[src/rtl/tone_sequencer.sv]
`default_nettype none
// ============================================================================
//  Module   : tone_sequencer
//  Purpose  : Multi-event sound-effect tone generator. Each event input
//             selects a divider/duration pair from parameter tables; while a
//             tone plays, a one-cycle tick is produced every DIV+1 cycles and
//             a square wave toggles on each tick for DUR cycles. Supports
//             priority preemption, same-event retrigger and a global enable.
//  Ports    : clk        - system clock
//             nRst       - asynchronous active-low reset
//             en         - audio enable (game active and not muted)
//             evt        - event request pulses, index 0 = highest priority
//             tick       - one-cycle pulse at divider rollover
//             tone       - square wave, toggles on each tick
//             busy       - high while a tone is playing
//             active_evt - index of the playing event (0 when idle)
//  Revision : 1.0 - initial release
// ============================================================================
module tone_sequencer #(
    parameter int                     NUM_EVT   = 4,
    parameter int                     DIV_W     = 8,
    parameter int                     DUR_W     = 24,
    parameter logic [NUM_EVT*DIV_W-1:0] DIV_TABLE = {8'd240, 8'd60, 8'd109, 8'd188},
    parameter logic [NUM_EVT*DUR_W-1:0] DUR_TABLE = {24'd1000000, 24'd2000000,
                                                     24'd4000000, 24'd10000000},
    parameter bit                     RETRIGGER = 1'b1,
    localparam int                    IDX_W     = (NUM_EVT > 1) ? $clog2(NUM_EVT) : 1
) (
    input  logic               clk,
    input  logic               nRst,
    input  logic               en,
    input  logic [NUM_EVT-1:0] evt,
    output logic               tick,
    output logic               tone,
    output logic               busy,
    output logic [IDX_W-1:0]   active_evt
);

    typedef enum logic {
        IDLE = 1'b0,
        PLAY = 1'b1
    } state_t;

    state_t           state_q;
    logic [IDX_W-1:0] idx_q;
    logic [DIV_W-1:0] div_q;
    logic [DUR_W-1:0] dur_q;
    logic [DIV_W-1:0] div_cnt_q;
    logic [DUR_W-1:0] dur_cnt_q;
    logic             tick_q;
    logic             tone_q;
    logic             busy_q;

    // ------------------------------------------------------------------
    // Winner selection: lowest set index whose duration entry is non-zero.
    // Scanning from the top down lets the lowest index overwrite last.
    // ------------------------------------------------------------------
    logic             win_vld;
    logic [IDX_W-1:0] win_idx;
    logic [DIV_W-1:0] win_div;
    logic [DUR_W-1:0] win_dur;

    always_comb begin
        win_vld = 1'b0;
        win_idx = '0;
        win_div = '0;
        win_dur = '0;
        for (int i = NUM_EVT - 1; i >= 0; i--) begin
            if (evt[i] && (DUR_TABLE[i*DUR_W +: DUR_W] != '0)) begin
                win_vld = 1'b1;
                win_idx = IDX_W'(i);
                win_div = DIV_TABLE[i*DIV_W +: DIV_W];
                win_dur = DUR_TABLE[i*DUR_W +: DUR_W];
            end
        end
    end

    // ------------------------------------------------------------------
    // Control decode
    // ------------------------------------------------------------------
    logic last_cyc;   // current cycle is the final cycle of the tone
    logic start;      // load a new tone at this edge
    logic retrig;     // same event re-requested while playing
    logic go_idle;    // abort or natural end of the tone
    logic rollover;   // divider reached its terminal count

    // dur_cnt_q counts 0..dur-1 over the tone, so dur-1 marks the last cycle.
    assign last_cyc = (state_q == PLAY) && (dur_cnt_q == (dur_q - DUR_W'(1)));

    // A new tone starts from idle, back-to-back on the final cycle, or when a
    // strictly higher-priority event preempts the current one.
    assign start    = en && win_vld &&
                      ((state_q == IDLE) || last_cyc || (win_idx < idx_q));

    assign retrig   = RETRIGGER && win_vld && (win_idx == idx_q);

    // Exit takes precedence over a coincident divider rollover.
    assign go_idle  = !en || (last_cyc && !start);

    assign rollover = (div_cnt_q == div_q);

    // ------------------------------------------------------------------
    // Sequencer FSM with registered outputs
    // ------------------------------------------------------------------
    always_ff @(posedge clk or negedge nRst) begin
        if (!nRst) begin
            state_q   <= IDLE;
            idx_q     <= '0;
            div_q     <= '0;
            dur_q     <= '0;
            div_cnt_q <= '0;
            dur_cnt_q <= '0;
            tick_q    <= 1'b0;
            tone_q    <= 1'b0;
            busy_q    <= 1'b0;
        end else if (go_idle) begin
            state_q   <= IDLE;
            idx_q     <= '0;
            div_cnt_q <= '0;
            dur_cnt_q <= '0;
            tick_q    <= 1'b0;
            tone_q    <= 1'b0;
            busy_q    <= 1'b0;
        end else if (start) begin
            // Fresh tone: timing restarts exactly as from idle.
            state_q   <= PLAY;
            idx_q     <= win_idx;
            div_q     <= win_div;
            dur_q     <= win_dur;
            div_cnt_q <= '0;
            dur_cnt_q <= '0;
            tick_q    <= 1'b0;
            tone_q    <= 1'b0;
            busy_q    <= 1'b1;
        end else if (state_q == PLAY) begin
            if (rollover) begin
                div_cnt_q <= '0;
                tick_q    <= 1'b1;
                tone_q    <= ~tone_q;
            end else begin
                div_cnt_q <= div_cnt_q + DIV_W'(1);
                tick_q    <= 1'b0;
            end
            // Retrigger only restarts the duration; divider phase carries on.
            if (retrig) begin
                dur_cnt_q <= '0;
            end else begin
                dur_cnt_q <= dur_cnt_q + DUR_W'(1);
            end
        end
    end

    assign tick       = tick_q;
    assign tone       = tone_q;
    assign busy       = busy_q;
    assign active_evt = idx_q;

endmodule
`default_nettype wire

[config.mk]
export PLATFORM = sky130hd
export DESIGN_NAME = tone_sequencer
export DESIGN_NICKNAME = d
export VERILOG_FILES = /design/src/rtl/tone_sequencer.sv
export SDC_FILE = /design/constraint.sdc
export NUM_CORES = 1
export LEC_CHECK = 0
export ABC_AREA = 1
export BUFFER_PORTS_ARGS = -buffer_cell sky130_fd_sc_hd__clkbuf_2
export CORE_MARGIN = 2
export CORE_UTILIZATION = 38
export DETAILED_ROUTE_END_ITERATION = 10
export MAX_ROUTING_LAYER = met4
export PLACE_DENSITY_LB_ADDON = 0.1
export SYNTH_ARGS = -nofsm -noshare
export SYNTH_HDL_FRONTEND = slang
export SYNTH_SLANG_ARGS = --single-unit
[constraint.sdc]
create_clock -name clk -period 6.4 [get_ports clk]
set_input_delay 1.28 -clock clk [delete_from_list [all_inputs] [get_ports clk]]
set_output_delay 1.28 -clock clk [all_outputs]
set_load 0.01 [all_outputs]
Word level (Yosys, flattened, before mapping)
Cells that the tools add are included.

storage, ports and cells
  register bits after elaboration = 69
  output and inout bits = 5
  word-level logic and storage cells = 69

cells by class
  add/subtract/negate cells = 3
  order comparisons = 1
  equality and inequality tests = 3
  mux-type cells = 36
  bitwise operators = 3
  reductions and logical operators = 15

operators by type and width
  operator               number
  $mux 24                5
  $mux 8                 8
  $add 24x1->24 const B  1
  $eq 24x24->1           1
  $sub 24x1->24 const B  1
  $mux 22                1
  $mux 21                1
  $mux 20                1
  $mux 1                 14
  $mux 2                 6
  $add 8x1->8 const B    1
  $eq 8x8->1             1
  $reduce_bool 3->1      2
  $logic_and 1x1->1      5
  $reduce_and 2->1       2
  $logic_or 1x1->1       3
  $not 1->1              3
  $eq 2x2->1             1
  $logic_not 1->1        2
  $lt 2x2->1             1
  $reduce_bool 2->1      1

Longest topological paths before layout
  depth in word-level cells = 12
  mapped depth = 20
  depth with buffers taken out = 19

Worst setup path after synthesis
Ideal clock, no wire load.

  path type = input to register
  start = input port evt[0]
  end = register dur_cnt_q[6]
  setup time = 117 ps
  arrival time = 2805 ps
  slack = 3478 ps
  stages = 12
  path buffers = 2
  cells stage by stage = clkbuf_1 > nor3_1 > ha_1 > inv_1 > nor2_1 > nor2_1 > inv_1 > o2111ai_4 > nor2_8 > buf_6 > nand2_1 > nand2_1

on the way
  word-level cells in the longest chain between the ends = 8

RTL lines
  item                                                           line  source
  start: declaration                                             32    input logic [NUM_EVT-1:0] evt,
  $mux 2                                                         69    if (evt[i] && (DUR_TABLE[i*DUR_W +: DUR_W] != '0)) begin
  $lt 2x2->1                                                     93    ((state_q == IDLE) || last_cyc || (win_idx < idx_q));
  $logic_or 1x1->1                                               93
  $logic_and 1x1->1                                              92    assign start = en && win_vld &&
  $logic_not 1->1                                                98    assign go_idle = !en || (last_cyc && !start);
  $logic_and 1x1->1                                              98
  $logic_or 1x1->1                                               98
  $reduce_bool 3->1 (no source line) or $mux 24 (tied branches)  -
  end signal: assignment                                         148   dur_cnt_q <= dur_cnt_q + DUR_W'(1);
  end: declaration                                               49    logic [DUR_W-1:0] dur_cnt_q;

Several ways; a longest one is shown, not always the timed one. The select of a mux whose other input is x is not followed.
A chain may end at the register's enable or synchronous reset.

Worst setup path after layout
  start = register dur_q[14]
  end = register dur_q[15]

on the way
  word-level cells in the longest chain between the ends = 11

RTL lines
  item                                 line  source
  start: declaration                   47    logic [DUR_W-1:0] dur_q;
  start signal: assignment             129   dur_q <= win_dur;
  $sub 24x1->24 *                      88    assign last_cyc = (state_q == PLAY) && (dur_cnt_q == (dur_q - DUR_W'(1)));
  $eq 24x24->1 *                       88
  $logic_and 1x1->1 *                  88
  $logic_or 1x1->1 (2 in series)       93
  $logic_and 1x1->1                    92
  $logic_not 1->1                      98
  $logic_and 1x1->1                    98
  $logic_or 1x1->1                     98
  $not 1->1 (no source line)           -
  $reduce_and 2->1 (no source line) *  -

Mark *: on every way between the ends. The rest lies on a longest branch, timed or not.

==> results by group <==
Status
  – Status: completed

Worst setup path
  – Critical path class: reg -> reg
  – CP Max Fanout: 11
  – Bufs and invs on worst path: 2
  – Setup crit end kind: register
  – Critical path's top delay family: compound AO/OA/AOI/OAI gates
  – Slowest cell delay on critical path: 0.58 ns
  – Worst Setup Start Kind: register
  – CP cell instances: inv_2 -> ha_1 -> inv_2 -> nor2_1 -> nand2_1 -> nand2_1 -> nand2_1 -> nand2_1 -> nand2_1 -> nor2_1 -> nand2_1 -> nor2_2 -> nand3_4 -> a21boi_1 -> o21ai_0 -> o22ai_1
  – Arrival @ worst endpoint: 3.45 ns
  – Critical path data required time: 6.61 ns
  – Cell mode on critical path: nand2_1
  – Critical-path top delay cell: a21boi_1

Yosys
  – Post-Syn Area: 3727 µm²
  – Syn Nets: 559
  – Netlist cell types: 39
  – Avg Cell Area, Syn: 6.814 µm²
  – Post-synthesis compound-gate area fraction: 4.330%
  – Area share of fa/ha/maj cells after synthesis: 1.678%
  – Sequential area share after synthesis: 32.23%
  – Synth Warn #: 0
  – Post-Synth XOR/XNOR Area: 8.224%
  – Synth Area in Simple Gates: 43.10%
  – Mux contribution to synthesized area: 0%
  – Cells after Synth: 547
  – Synthesized flop and latch total: 48
  – Largest family of logic cells by synthesized area: simple AND/OR/NAND/NOR gates

Route
  – Routed Antenna Nets: 0
  – DR WL/cell: 14.11 µm
  – 1st-iter DRT viols: 120
  – TritonRoute pass-1 iters: 4
  – Routed WL: 9.564 mm
  – Vias: 3443
  – DRC: 0
  – Routed vias/inst: 5.078

Job
  – Reported max-cap violation count: 0

Layout
  – Final #Nets: 556
  – FILL cells: 1072
  – Commonest non-fill, non-tap cell in the layout: nand2_1
  – Post-route insts no fill: 678
  – Ant. Diodes: 0
  – Fraction of layout cells with a size suffix above 1: 7.523%
  – Most frequent cells in the layout: nand2_1, inv_1, nor2_1
  – P&R area growth vs syn: 5.170%

STA
  – Worst-Margin Slew: 0.9381 ns
  – Max Slew Vio Count: 0
  – Tcrit/Tclk final: 50.59%
  – Post-route minimum period: 3.238 ns
  – RSZ-0062 raised after global routing: false
  – Setup TNS: 0 ns
  – Final hold vios: 0
  – Final setup fails: 0
  – Max Freq: 308.8 MHz
  – Worst Skew: 0.01051 ns
  – Max-slew headroom: 37.24%

Die
  – Rows: 36
  – Core area: 9639 µm²
  – Die H: 103.0 µm
  – IO Pins: 12
  – Die width: 103.0 µm
  – Starting Density: 38.67%
  – Die area: 10620 µm²

Clocking
  – TritonCTS Buffers: 5
  – Clock slew at reported path FFs: 0.09 ns
  – Post-CTS Hold Fix Bufs: 0
  – Skew-Pair Late Insertion Delay: 0.31 ns
  – Clk root buf: clkbuf_8
  – CTS H-tree depth: 2
  – Clk sinks: 48
  – Post-CTS Setup Inserts: 0
  – Cts repair resizes: 0
  – CTS tree: built
  – Clock Tree Buf Depth: 2

Global routing
  – Vias in the first global route: 3302
  – First-pass GRT wire length: 16.41 mm
  – GRT Residual Overflow: 0
  – GRT Util Overall: 20.33%
  – Antenna violations before repair: 0
  – Largest net degree at the start of global routing: 50

Placement
  – GPL Wtd Cong: 0.8691
  – Port bufs: 11
  – Half-perimeter wire length after placement: 7.002 mm
  – Placed Instances: 670

Power and ir drop
  – Pleak: 2.082 nW
  – Power Density: 212.5 nW/µm²
  – Peak VDD IR: 0.08245 mV

Hold path
  – Worst Hold Class: reg -> reg
cells by family after synthesis:
kind of cell / after synthesis
DFF: 48
and+or+nand+nor: 344
buffers and inverters: 90
adders and majority gates: 5
xor gates and xnor gates: 35
AOI/OAI and AO/OA: 25
registers in the layout, indices dropped and copies added (netlist names):
signal,count
active_evt,2
busy,1
div_cnt_q,8
div_q,5
dur_cnt_q,24
dur_q,6
tick,1
tone,1
per-layer routing:
metal	GRT usage (%)	vias up	wire length, µm
li1	-	1757	-
met1	27.30	1643	4654
met2	33.17	39	4609
met3	2.508	4	245
met4	4.150	0	55
met5	-	-	0
worst min-delay path, cell delays in order, from the launching register on:
cell and delay [ns]:
dfrtp_1 0.36, nand4_1 0.09, nand2_1 0.06
metrics by stage:
step / setup WS [ns] / power [mW] / area, µm² / hold WS (ns) / utilization, %
floorplan: 3.478 / 0.5774 / 3727 / 0.4691 / -
finish: 3.162 / 0.8330 / 3920 / 0.5382 / 40.67
detailed placement: 2.858 / 0.6420 / 3826 / 0.5202 / 39.69
global route: 2.780 / 0.8957 / 3920 / 0.5812 / 40.67
global placement: 2.862 / 0.6401 / 3826 / 0.5128 / 39.69
CTS: 3.182 / 0.8408 / 3920 / 0.5424 / 40.67
worst paths after layout:
| path | startpoint | to | slack [ns] | depth (start not counted) |
|---|---|---|---|---|
| max | dur_q[14] | dur_q[15] | 3.16 | 16 |
| min | tick | tick | 0.54 | 2 |
| max reg2reg | dur_q[14] | dur_q[15] | 3.16 | 16 |
| min reg2reg | tick | tick | 0.54 | 2 |
| max in group asynchronous | nRst | dur_cnt_q[11] | 4.89 | 2 |
| min in group asynchronous | nRst | dur_cnt_q[14] | 1.08 | 2 |
synthesized netlist by cell type, drive strengths merged:
| master | number | area (µm²) |
|---|---|---|
| o21a | 2 | 15.01 |
| xnor2 | 12 | 105.1 |
| nor4 | 4 | 25.02 |
| buf | 15 | 107.6 |
| nor2 | 65 | 310.3 |
| xor2 | 23 | 201.4 |
| nand4 | 45 | 281.5 |
| dfrtp | 48 | 1201 |
| clkinv | 1 | 3.750 |
| a21boi | 1 | 7.510 |
| inv | 66 | 247.7 |
| clkbuf | 8 | 30.03 |
| nand2 | 176 | 670.7 |
| nand3 | 38 | 207.7 |
| nor2b | 1 | 6.260 |
| nand3b | 4 | 30.03 |
| o2111ai | 1 | 26.28 |
| and3 | 2 | 17.52 |
| nor3 | 8 | 50.05 |
| ha | 5 | 62.56 |
| o21ai | 11 | 58.80 |
| o22ai | 3 | 18.77 |
| a21oi | 7 | 35.03 |
| nor3b | 1 | 7.510 |
where the power goes:
group          switching, mW  total, mW  internal, mW
combinational          0.191      0.273        0.0829
clock                  0.109      0.197        0.0882
sequential            0.0400      0.362         0.323
total                  0.340      0.833         0.494
layout make-up:
class | count | area [µm²] | area share, %
multi-input cells | 409 | 2137 | 54.52
flip-flops and latches | 48 | 1201 | 30.64
inverters | 67 | 251.5 | 6.416
well taps | 133 | 166.4 | 4.245
clock buffers | 7 | 86.33 | 2.202
repair buffers | 13 | 70.07 | 1.787
clock inverters | 1 | 7.507 | 0.1915
No activity file was read; power rests on OpenSTA's default activity.
